`src/rtl/uart_frame_loader.sv`:
```
`timescale 1ns/1ps
`default_nettype none
// ============================================================================
// Module      : uart_frame_loader
// Description : Decodes boot-time load frames arriving as a UART byte stream
//               into 32-bit memory write requests.
//               Frame: SYNC, ADDR[31:0] LE, COUNT[15:0] LE (words),
//                      COUNT*4 payload bytes (LE words), CSUM (XOR of all
//                      bytes after SYNC).
// Ports       : i_Clock      system clock
//               i_Reset      asynchronous active-high reset
//               i_Rx_DV      one-cycle strobe, i_Rx_Byte valid
//               i_Rx_Byte    received byte
//               i_Mem_Ready  memory accepts the pending write this cycle
//               o_Mem_We     write request valid (held until accepted)
//               o_Mem_Addr   write byte address
//               o_Mem_Data   write data
//               o_Busy       frame in progress
//               o_Done       one-cycle pulse, frame completed cleanly
//               o_Error      one-cycle pulse, frame aborted / bad checksum
//               o_Err_Code   1=checksum 2=overrun 3=timeout (held)
// Revision    : 1.0  initial release
// ============================================================================
module uart_frame_loader #(
    parameter logic [7:0] SYNC_BYTE    = 8'hA5,
    parameter int         TIMEOUT_CLKS = 100000
) (
    input  logic        i_Clock,
    input  logic        i_Reset,
    input  logic        i_Rx_DV,
    input  logic [7:0]  i_Rx_Byte,
    input  logic        i_Mem_Ready,
    output logic        o_Mem_We,
    output logic [31:0] o_Mem_Addr,
    output logic [31:0] o_Mem_Data,
    output logic        o_Busy,
    output logic        o_Done,
    output logic        o_Error,
    output logic [1:0]  o_Err_Code
);

    localparam logic [2:0] c_ST_IDLE = 3'd0;
    localparam logic [2:0] c_ST_ADDR = 3'd1;
    localparam logic [2:0] c_ST_LEN  = 3'd2;
    localparam logic [2:0] c_ST_DATA = 3'd3;
    localparam logic [2:0] c_ST_CSUM = 3'd4;

    localparam logic [1:0] c_ERR_CSUM    = 2'd1;
    localparam logic [1:0] c_ERR_OVERRUN = 2'd2;
    localparam logic [1:0] c_ERR_TIMEOUT = 2'd3;

    localparam int                 c_TMR_W    = $clog2(TIMEOUT_CLKS + 1);
    localparam logic [c_TMR_W-1:0] c_TMR_LAST = c_TMR_W'(TIMEOUT_CLKS - 1);
    localparam logic [c_TMR_W-1:0] c_TMR_ONE  = c_TMR_W'(1);

    logic [2:0]         r_state;
    logic [2:0]         w_next_state;
    logic [1:0]         r_byte_idx;
    logic [31:0]        r_base;
    logic [15:0]        r_count;
    logic [15:0]        r_word_idx;
    logic [23:0]        r_word;
    logic [7:0]         r_csum;
    logic [c_TMR_W-1:0] r_timer;

    logic               r_mem_we;
    logic [31:0]        r_mem_addr;
    logic [31:0]        r_mem_data;
    logic               r_done;
    logic               r_error;
    logic [1:0]         r_err_code;

    logic               w_busy;
    logic               w_timeout;
    logic               w_word_done;
    logic               w_write_free;
    logic               w_overrun;
    logic               w_last_word;
    logic [15:0]        w_len_val;
    logic [7:0]         w_csum_next;

    assign w_busy       = (r_state != c_ST_IDLE);
    // A DV in the same cycle restarts the inter-byte timer, so it wins.
    assign w_timeout    = w_busy && !i_Rx_DV && (r_timer == c_TMR_LAST);
    assign w_word_done  = (r_state == c_ST_DATA) && i_Rx_DV && (r_byte_idx == 2'd3);
    // A pending write accepted in this very cycle frees the slot for the next word.
    assign w_write_free = !r_mem_we || i_Mem_Ready;
    assign w_overrun    = w_word_done && !w_write_free;
    assign w_last_word  = (r_word_idx == (r_count - 16'd1));
    assign w_len_val    = {i_Rx_Byte, r_count[15:8]};
    assign w_csum_next  = r_csum ^ i_Rx_Byte;

    // ------------------------------------------------------------------
    // Next-state logic
    // ------------------------------------------------------------------
    always_comb begin
        w_next_state = r_state;
        if (w_timeout) begin
            w_next_state = c_ST_IDLE;
        end else if (i_Rx_DV) begin
            case (r_state)
                c_ST_IDLE: if (i_Rx_Byte == SYNC_BYTE) w_next_state = c_ST_ADDR;
                c_ST_ADDR: if (r_byte_idx == 2'd3)     w_next_state = c_ST_LEN;
                c_ST_LEN: begin
                    if (r_byte_idx == 2'd1) begin
                        w_next_state = (w_len_val == 16'd0) ? c_ST_CSUM : c_ST_DATA;
                    end
                end
                c_ST_DATA: begin
                    if (w_word_done) begin
                        if (w_overrun)        w_next_state = c_ST_IDLE;
                        else if (w_last_word) w_next_state = c_ST_CSUM;
                    end
                end
                c_ST_CSUM: w_next_state = c_ST_IDLE;
                default:   w_next_state = c_ST_IDLE;
            endcase
        end
    end

    // ------------------------------------------------------------------
    // State, datapath and registered outputs
    // ------------------------------------------------------------------
    always_ff @(posedge i_Clock or posedge i_Reset) begin
        if (i_Reset) begin
            r_state    <= c_ST_IDLE;
            r_byte_idx <= 2'd0;
            r_base     <= 32'd0;
            r_count    <= 16'd0;
            r_word_idx <= 16'd0;
            r_word     <= 24'd0;
            r_csum     <= 8'd0;
            r_timer    <= '0;
            r_mem_we   <= 1'b0;
            r_mem_addr <= 32'd0;
            r_mem_data <= 32'd0;
            r_done     <= 1'b0;
            r_error    <= 1'b0;
            r_err_code <= 2'd0;
        end else begin
            r_done  <= 1'b0;
            r_error <= 1'b0;
            r_state <= w_next_state;

            // Write handshake runs independently of the frame state so a
            // pending write survives an abort and is never dropped.
            if (r_mem_we && i_Mem_Ready) begin
                r_mem_we <= 1'b0;
            end

            if (!w_busy || i_Rx_DV || w_timeout) begin
                r_timer <= '0;
            end else begin
                r_timer <= r_timer + c_TMR_ONE;
            end

            if (w_timeout) begin
                r_error    <= 1'b1;
                r_err_code <= c_ERR_TIMEOUT;
                r_byte_idx <= 2'd0;
            end else if (i_Rx_DV) begin
                // Byte index restarts on every state change; DATA wraps 3->0.
                if ((w_next_state == r_state) && (r_state != c_ST_IDLE)) begin
                    r_byte_idx <= r_byte_idx + 2'd1;
                end else begin
                    r_byte_idx <= 2'd0;
                end

                case (r_state)
                    c_ST_IDLE: begin
                        r_csum <= 8'd0;
                    end
                    c_ST_ADDR: begin
                        r_base <= {i_Rx_Byte, r_base[31:8]};
                        r_csum <= w_csum_next;
                    end
                    c_ST_LEN: begin
                        r_count    <= w_len_val;
                        r_word_idx <= 16'd0;
                        r_csum     <= w_csum_next;
                    end
                    c_ST_DATA: begin
                        r_csum <= w_csum_next;
                        if (!w_word_done) begin
                            r_word <= {i_Rx_Byte, r_word[23:8]};
                        end else if (w_overrun) begin
                            r_error    <= 1'b1;
                            r_err_code <= c_ERR_OVERRUN;
                        end else begin
                            r_mem_we   <= 1'b1;
                            r_mem_data <= {i_Rx_Byte, r_word};
                            r_mem_addr <= r_base + {14'd0, r_word_idx, 2'b00};
                            r_word_idx <= r_word_idx + 16'd1;
                        end
                    end
                    c_ST_CSUM: begin
                        if (i_Rx_Byte == r_csum) begin
                            r_done     <= 1'b1;
                            r_err_code <= 2'd0;
                        end else begin
                            r_error    <= 1'b1;
                            r_err_code <= c_ERR_CSUM;
                        end
                    end
                    default: begin
                        r_csum <= 8'd0;
                    end
                endcase
            end
        end
    end

    assign o_Mem_We   = r_mem_we;
    assign o_Mem_Addr = r_mem_addr;
    assign o_Mem_Data = r_mem_data;
    assign o_Busy     = w_busy;
    assign o_Done     = r_done;
    assign o_Error    = r_error;
    assign o_Err_Code = r_err_code;

endmodule
`default_nettype wire
```
`config.mk`:
```
export PLATFORM = sky130hd
export DESIGN_NAME = uart_frame_loader
export DESIGN_NICKNAME = d
export VERILOG_FILES = /design/src/rtl/uart_frame_loader.sv
export SDC_FILE = /design/constraint.sdc
export NUM_CORES = 1
export LEC_CHECK = 0
export CORE_UTILIZATION = 53
export DETAILED_ROUTE_END_ITERATION = 7
export PLACE_DENSITY_LB_ADDON = 0.25
export SETUP_SLACK_MARGIN = 0.2
export SYNTH_ARGS = -nofsm -noshare
export SYNTH_HDL_FRONTEND = slang
export SYNTH_SLANG_ARGS = --single-unit
```
`constraint.sdc`:
```
create_clock -name i_Clock -period 12.5 [get_ports i_Clock]
set_input_delay 2.5 -clock i_Clock [delete_from_list [all_inputs] [get_ports i_Clock]]
set_output_delay 2.5 -clock i_Clock [all_outputs]
set_load 0.005 [all_outputs]
```
==> results of run 1 <==
-- metal layers --
layer,wire (um),track usage [%],part of all wire (%)
met4,422,8.61,2.0
met1,10100,34.9,47
met3,739,3.70,3.5
met2,10100,38.6,47
met5,0,0,0
-- registers in the layout (all words and copies together) (netlist names) --
name,cells
r_word_idx,16
r_byte_idx,2
r_state,3
o_Mem_We,1
o_Mem_Addr,32
r_csum,8
r_count,16
r_word,24
o_Mem_Data,32
r_base,32
o_Error,1
o_Done,1
r_timer,17
o_Err_Code,2
-- worst max path at each step --
stage | start | end | slack, ns | depth (start not counted)
2_1_floorplan | i_Reset | o_Done | 4.91 | 1
4_1_cts | i_Rx_DV | o_Mem_Addr[28] | 6.64 | 9
5_1_grt | i_Rx_DV | o_Mem_Addr[28] | 6.22 | 9
3_5_place_dp | i_Rx_DV | o_Mem_Addr[28] | 6.19 | 9
6_report | i_Rx_DV | o_Mem_Addr[28] | 6.65 | 9
3_3_place_gp | i_Rx_DV | o_Mem_Addr[28] | 6.40 | 9
-- critical path, delay by kind of cell --
family                 cells  cell delay (ns)
buffers and inverters      2             1.27
and+or+nand+nor            6             2.38
muxes                      1             0.08
-- power groups by stage --
stage	sequential [mW]	clock [mW]	combinational [mW]
after floorplan	0.821	0	0.400
after global placement	0.882	0	0.454
after detailed placement	0.886	0	0.464
after CTS	0.876	0.539	0.471
after global routing	0.899	0.562	0.521
final	0.880	0.531	0.469
-- cells by family (layout without fill, tap and decap cells) --
family	after synthesis	count (layout)	share of synthesized area [%]
AND/OR/NAND/NOR	394	394	19.6
adder cells (fa/ha/maj)	22	22	3.01
flip-flops	187	187	49.8
XOR/XNOR	60	60	5.59
buffers and inverters	71	143	3.02
AO/OA/AOI/OAI	138	138	9.57
multiplexers	80	80	9.40
-- cell type report --
class / count / area [um^2]
flip-flops and latches: 187 / 4680
well taps: 225 / 282
clock inverters: 13 / 131
multi-input cells: 694 / 4450
repair buffers: 87 / 856
clock buffers: 18 / 439
fillers: 1466 / 6360
inverters: 25 / 98.8
-- per-stage QoR --
step	area, um^2	std cells	hold WS (ns)	power [mW]
after floorplan	9400	952	0.435	1.22
after global placement	10400	1218	0.445	1.34
after detailed placement	10400	1218	0.459	1.35
after CTS	10900	1249	0.470	1.89
after global routing	10900	1249	0.497	1.98
final	10900	1249	0.469	1.88
-- synthesized netlist by cell type, drive strengths merged, types with 14 or more instances --
cell type	number	share of area, %
a21oi	24	1.3
and3	14	0.93
clkbuf	37	1.5
dfrtp	187	50
ha	21	2.8
inv	25	1.0
mux2	66	7.9
mux2i	14	1.5
nand2	190	7.6
nand3	28	1.5
nor2	61	2.4
nor3	23	1.2
o21ai	42	2.2
o31ai	14	1.1
xnor2	28	2.6
xor2	32	3.0
==> results.txt, run 1 <==
The count of cells along the worst hold path came out at 2. The clock input transition at the sequential cells of the worst setup and hold paths was 0.07 ns. Relative to the synthesized area, the layout overhead comes to 16.4%.

The startpoint identified for the worst hold timing path is r_word[0]. The tools report the leakage power as 4.92 nW. In the synthesized netlist the async set-or-reset flop fraction comes to 100%. In this run, flip-flops and latches consume 46.8% of the power. The most common cell after layout, fill and taps aside is sky130_fd_sc_hd__nand2_1. The wire length after detailed routing came out at 21.3 mm.

Once the floorplan was initialized, standard cells occupied 54.3% of the core. The number of nets in the finished design is 1,046. The floorplan step set the die height to 135 um. On the final layout, the worst clock skew is 0.00673 ns. The run gives 6,789 as the via count of the first global-routing pass.

In the post-route analysis, the smallest setup slack over all paths is 6.65 ns. For the remaining max-slew budget at the tightest pin, the log shows 18.6%. In this run the worst path has a maximum fanout of 47. After detailed routing, the number of remaining DRC violations is 0.

The detailed placement HPWL came out at 14.3 mm. The tools report the number of max-slew violations in the final report as 0. Traced cell by cell, the critical path runs through clkdlybuf4s50_1 -> nand4b_1 -> nor3_1 -> nor4b_1 -> nand2_2 -> buf_4 -> nor2_1 -> mux2i_1 -> nand2_1.

TritonCTS created 17 clock buffers. After routing, the total negative slack on setup checks comes to 0 ns. The transition time at the pin with the least slew margin is 1.22 ns. Entering global routing, the biggest net connects 122 pins. In this run the worst hold path is classified as reg -> reg. The final hold violation count was 0. The congestion estimate from routability-driven global placement came to 0.863. After detailed routing, the number of vias per cell comes to 5.67. The core area was 17,300 um^2. The worst setup path is captured at a register. For the number of warnings printed during yosys synthesis, the log shows 0. The most used flip-flop cell after synthesis is sky130_fd_sc_hd__dfrtp_1.

The run gives 0.43 ns as the clock insertion delay at the later pin of the skew report. The number of buffers added on ports is 81, and the shortest period the worst path allows is 5.85 ns. Leaving out fill and tap cells, the most frequent cells in the layout are sky130_fd_sc_hd__nand2_1 (189), sky130_fd_sc_hd__dfrtp_1 (187), sky130_fd_sc_hd__clkdlybuf4s50_1 (81). For the worst setup path, the data required time is 12.87 ns.

Measured on the finished design, the core utilization comes to 63.2%. The tools report the library cell used as clock root buffer as sky130_fd_sc_hd__clkbuf_16. The biggest cell delay along the critical path is 0.92 ns, and the post-detailed-route count of antenna-violating nets is 0. The first detailed-routing pass ran for 7 iterations. The tools report the count of standard-cell rows as 48.

The floorplan step defined a die boundary enclosing 18,300 um^2. Combinational logic burns 25.0% of the power. The clock power share was 28.2%; the level count of the clock H-tree was 4.

In this run the power density over the cells is 172 nW/um^2. The share of cells above drive strength 1 is 11.3%, and the average wire per standard cell is 17.1 um. For hold timing, the worst endpoint is o_Mem_Data[0]. From left edge to right edge, the die measures 135 um. The first-pass GRT wire length was 35.0 mm; the post-place setup slack was 6.19 ns. The run gives 0 as the count of cells resized by post-cts repair.

The buffers inserted during post-CTS setup optimization is 0, and the netlist area before placement is 9400 um^2. Net switching is 34.1% of the power. Internal power comes to 1.24 mW. TritonCTS built the clock tree. The data arrival time at the worst-slack endpoint is 6.22 ns, and the register bit total from synthesis is 187. The maximum root-to-sink buffer count was 2. The startpoint identified for the worst register-to-register timing path is r_state[0]. The netlist uses 59 different library cells.

Synthesis produced a netlist with a net count of 986. Summing over every cut layer, the via total after detailed routing is 7,085. The slowest stage of the critical path belongs to the cell sky130_fd_sc_hd__nor4b_1. The number of cells traversed by the worst register-to-register path was 8; the number of hold buffers added after cts was 0.

For this design the total switching power over the nets is 0.641 mW. Setup violations remaining at the end of the flow were counted as 0. The logs give 24.6% for the total routing usage reported by global routing and 0 for the initial antenna violation count.

STA classifies the critical path startpoint as an input port. The flow ran to the end, and the final reports show no timing, DRC or antenna violations. The synthesized netlist cell count is 952, and the portion of the clock cycle consumed by the worst path in the final layout is 46.8%. The worst setup path is of the in -> reg kind.

Clock tree synthesis found a total of 187 sinks. A synthesized cell averages 9.87 um^2. The number of enable-type register cells in the synthesized netlist was 0; the part of the Yosys area used for sequential elements was 49.8%. Across the run, the number of max-cap violations was 0. The endpoint identified for the worst register-to-register timing path is o_Mem_Addr[28]. Setup repair after global routing left no endpoint under its margin. 82 I/O pins were placed. The repair_antennas step left the layout with diodes totalling 0. The tools report the final global-route overflow total as 0. The logs give 526 for the iteration-0 DRC count of the detailed router and 171 MHz for the upper clock frequency limit.

Across the VDD grid, the largest voltage drop is 0.125 mV. For flop-to-flop paths, the worst setup slack is 9.06 ns.
(Power assumes the default switching activity.)
==> run 2: changes to the inputs <==
- clock period: 12.5 -> 6.02 ns (I/O delays scaled with it)
==> results.txt, run 2 (same netlist as run 1, synthesis figures left out) <==
The run finished with clean final reports. The number of nets in the finished design came out at 1,048. For this configuration, the core starts out at a cell density of 54.3%. The count of cells resized by post-cts repair came out at 0.

Setup violations remaining at the end of the flow were counted as 0. The floorplan step defined a die boundary enclosing 18,300 um^2. The detailed router put a total of 9.92 mm of wire on met1.

STA classifies the critical path startpoint as an input port. Leakage power: 4.96 nW. The worst hold path begins at r_word[5]. The area growth from synthesis to layout came out at 17.1%. The count of inserted antenna diode cells is 0. The logs give 2 for the maximum root-to-sink buffer count and 187 for the number of clock sinks.

The floorplan step defined a core boundary enclosing 17,300 um^2. In the layout the commonest cells are sky130_fd_sc_hd__nand2_1 (189), sky130_fd_sc_hd__dfrtp_1 (187), sky130_fd_sc_hd__clkdlybuf4s50_1 (81). After detailed routing, the total wire length is 20.9 mm. The clock input transition at the sequential cells of the worst setup and hold paths is 0.08 ns, and the sum of negative setup slack is 0 ns.

The clock power share came out at 28.8%. The most common cell after layout, fill and taps aside was sky130_fd_sc_hd__nand2_1. Iteration-0 DRC count of the detailed router: 644.

The worst register-to-register path has a setup slack of 2.88 ns. The number of buffers added on ports works out to 81. The share of cells above drive strength 1 is 11.6%. The critical path goes through clkdlybuf4s50_1 -> buf_4 -> nand4b_1 -> nor3_1 -> nor4b_1 -> nand2_2 -> buf_4 -> nand2_1 -> nand2_1. Data on the critical path is required at its endpoint by 6.40 ns. For the worst slack on hold paths, the log shows 0.471 ns.

The largest single stage delay on the critical path is 0.67 ns. The via count of the first global-routing pass was 6,794. The transition time at the pin with the least slew margin is 1.25 ns, and the level count of the clock H-tree is 4. The cell area after placement came out at 10,400 um^2.

IR analysis of the VDD net gives a maximum drop of 0.248 mV. TritonCTS built the clock tree. The first global-routing pass estimated 35.0 mm of wire. The tools report the startpoint of the most critical register-to-register path as r_word_idx[0].

The tools report the switching power total as 1.38 mW. The final hold violation count is 0, and the number of I/O pins is 82. The count of standard-cell rows was 48; the sequential cell fraction of total power was 46.4%.

The worst pin sits at a relative slew slack of 16.8%. The initial antenna violation count was 0. Measured along the x axis, the die boundary spans 135 um.

Global routing finished with a remaining overflow of 0. Net switching is 35.2% of the power. The internal power of the cells totals 2.55 mW. Routed signal wires occupy layers up through met4. Dividing the detail-routed wire length by the instance count gives 16.7 um. After detailed routing, the number of remaining DRC violations is 0. The tools report the weighted congestion reported at the end of routability-driven placement as 0.861. The slowest stage of the critical path is the sky130_fd_sc_hd__nand2_2 cell. STA classifies the critical path endpoint as a register. Once the clock tree was built, the setup fixing pass inserted 0 buffers. The library cell used as clock root buffer is sky130_fd_sc_hd__clkbuf_16. Startpoint of the most critical setup path: i_Rx_DV. The run gives 0.0111 ns as the largest clock skew in the final design. Along the worst path, the maximum fanout reaches 52.

The final critical path takes up 61.0% of the cycle. For the number of hold buffers added after cts, the log shows 0. The detailed placement HPWL is 14.2 mm, and the finished layout cell area is 11,000 um^2. The run gives 17 as the number of buffers created by CTS.

The logs give 0 for the post-detailed-route count of antenna-violating nets and 24.8% for the combinational cell fraction of total power. The clock insertion delay at the later pin of the skew report is 0.44 ns, and the mean number of vias per cell is 5.75. After detailed routing, the met3 layer carries 801 um of wire. For this run, the top clock speed supported by timing is 272 MHz.

Entering global routing, the biggest net connects 188 pins. Setup repair after global routing left no endpoint under its margin. The floorplan step set the die height to 135 um. For the number of max-slew violations in the final report, the log shows 0. Summed over all nets, wire length on met2 after detailed routing comes to 9.86 mm. The shortest period the worst path allows was 3.67 ns. The data arrival time at the worst-slack endpoint was 4.06 ns. Summing over every cut layer, the via total after detailed routing is 7,196. Worst min-delay path class: reg -> reg. The number of maximum-capacitance violations was 0; the total routing usage reported by global routing was 24.6%. Power spread over the standard cell area amounts to 357 nW/um^2.

The critical path is of the in -> reg type. The first detailed-routing pass ran for 5 iterations.
## run 2: power by group through the flow
stage / clock network (mW) / logic, mW / registers [mW]
4_1_cts: 1.16 / 0.980 / 1.82
2_1_floorplan: 0 / 0.831 / 1.70
3_5_place_dp: 0 / 0.967 / 1.84
5_1_grt: 1.21 / 1.08 / 1.87
6_report: 1.13 / 0.975 / 1.83
3_3_place_gp: 0 / 0.949 / 1.84
## run 2: area by class of cell
type,count,area (um^2)
Tap cell,225,282
Sequential cell,187,4680
Clock buffer,17,425
Timing Repair Buffer,89,883
Inverter,25,97.6
Clock inverter,15,190
Fill cell,1445,6290
Multi-Input combinational cell,694,4450
## run 2: path summary, 6_finish.rpt
check | end | depth (start not counted)
setup / recovery | o_Mem_Data[30] | 9
hold / removal | o_Mem_Data[5] | 2
setup reg to reg | o_Mem_Addr[26] | 10
hold reg to reg | o_Mem_Data[5] | 2
max in group asynchronous | o_Mem_Addr[16] | 3
min in group asynchronous | o_Mem_Data[17] | 3
## run 2: routing by layer
layer,GRT usage [%],up-vias
li1,-,3466
met1,35.6,3546
met2,37.8,153
met3,4.30,31
met4,7.68,0
met5,0,-
## run 2: worst max-delay path: cells and delay by family
family / cells / cell delay [ns]
simple gates: 6 / 1.69
buf+inv: 3 / 1.14
## run 2: per-stage QoR
step | std cells | utilization (%) | worst slack [ns] | power (mW)
floorplan | 952 | - | 2.41 | 2.54
global placement | 1220 | 60.1 | 1.99 | 2.78
detailed placement | 1220 | 60.1 | 1.87 | 2.81
CTS | 1252 | 63.7 | 2.33 | 3.96
global route | 1252 | 63.7 | 1.98 | 4.16
finish | 1252 | 63.7 | 2.35 | 3.94
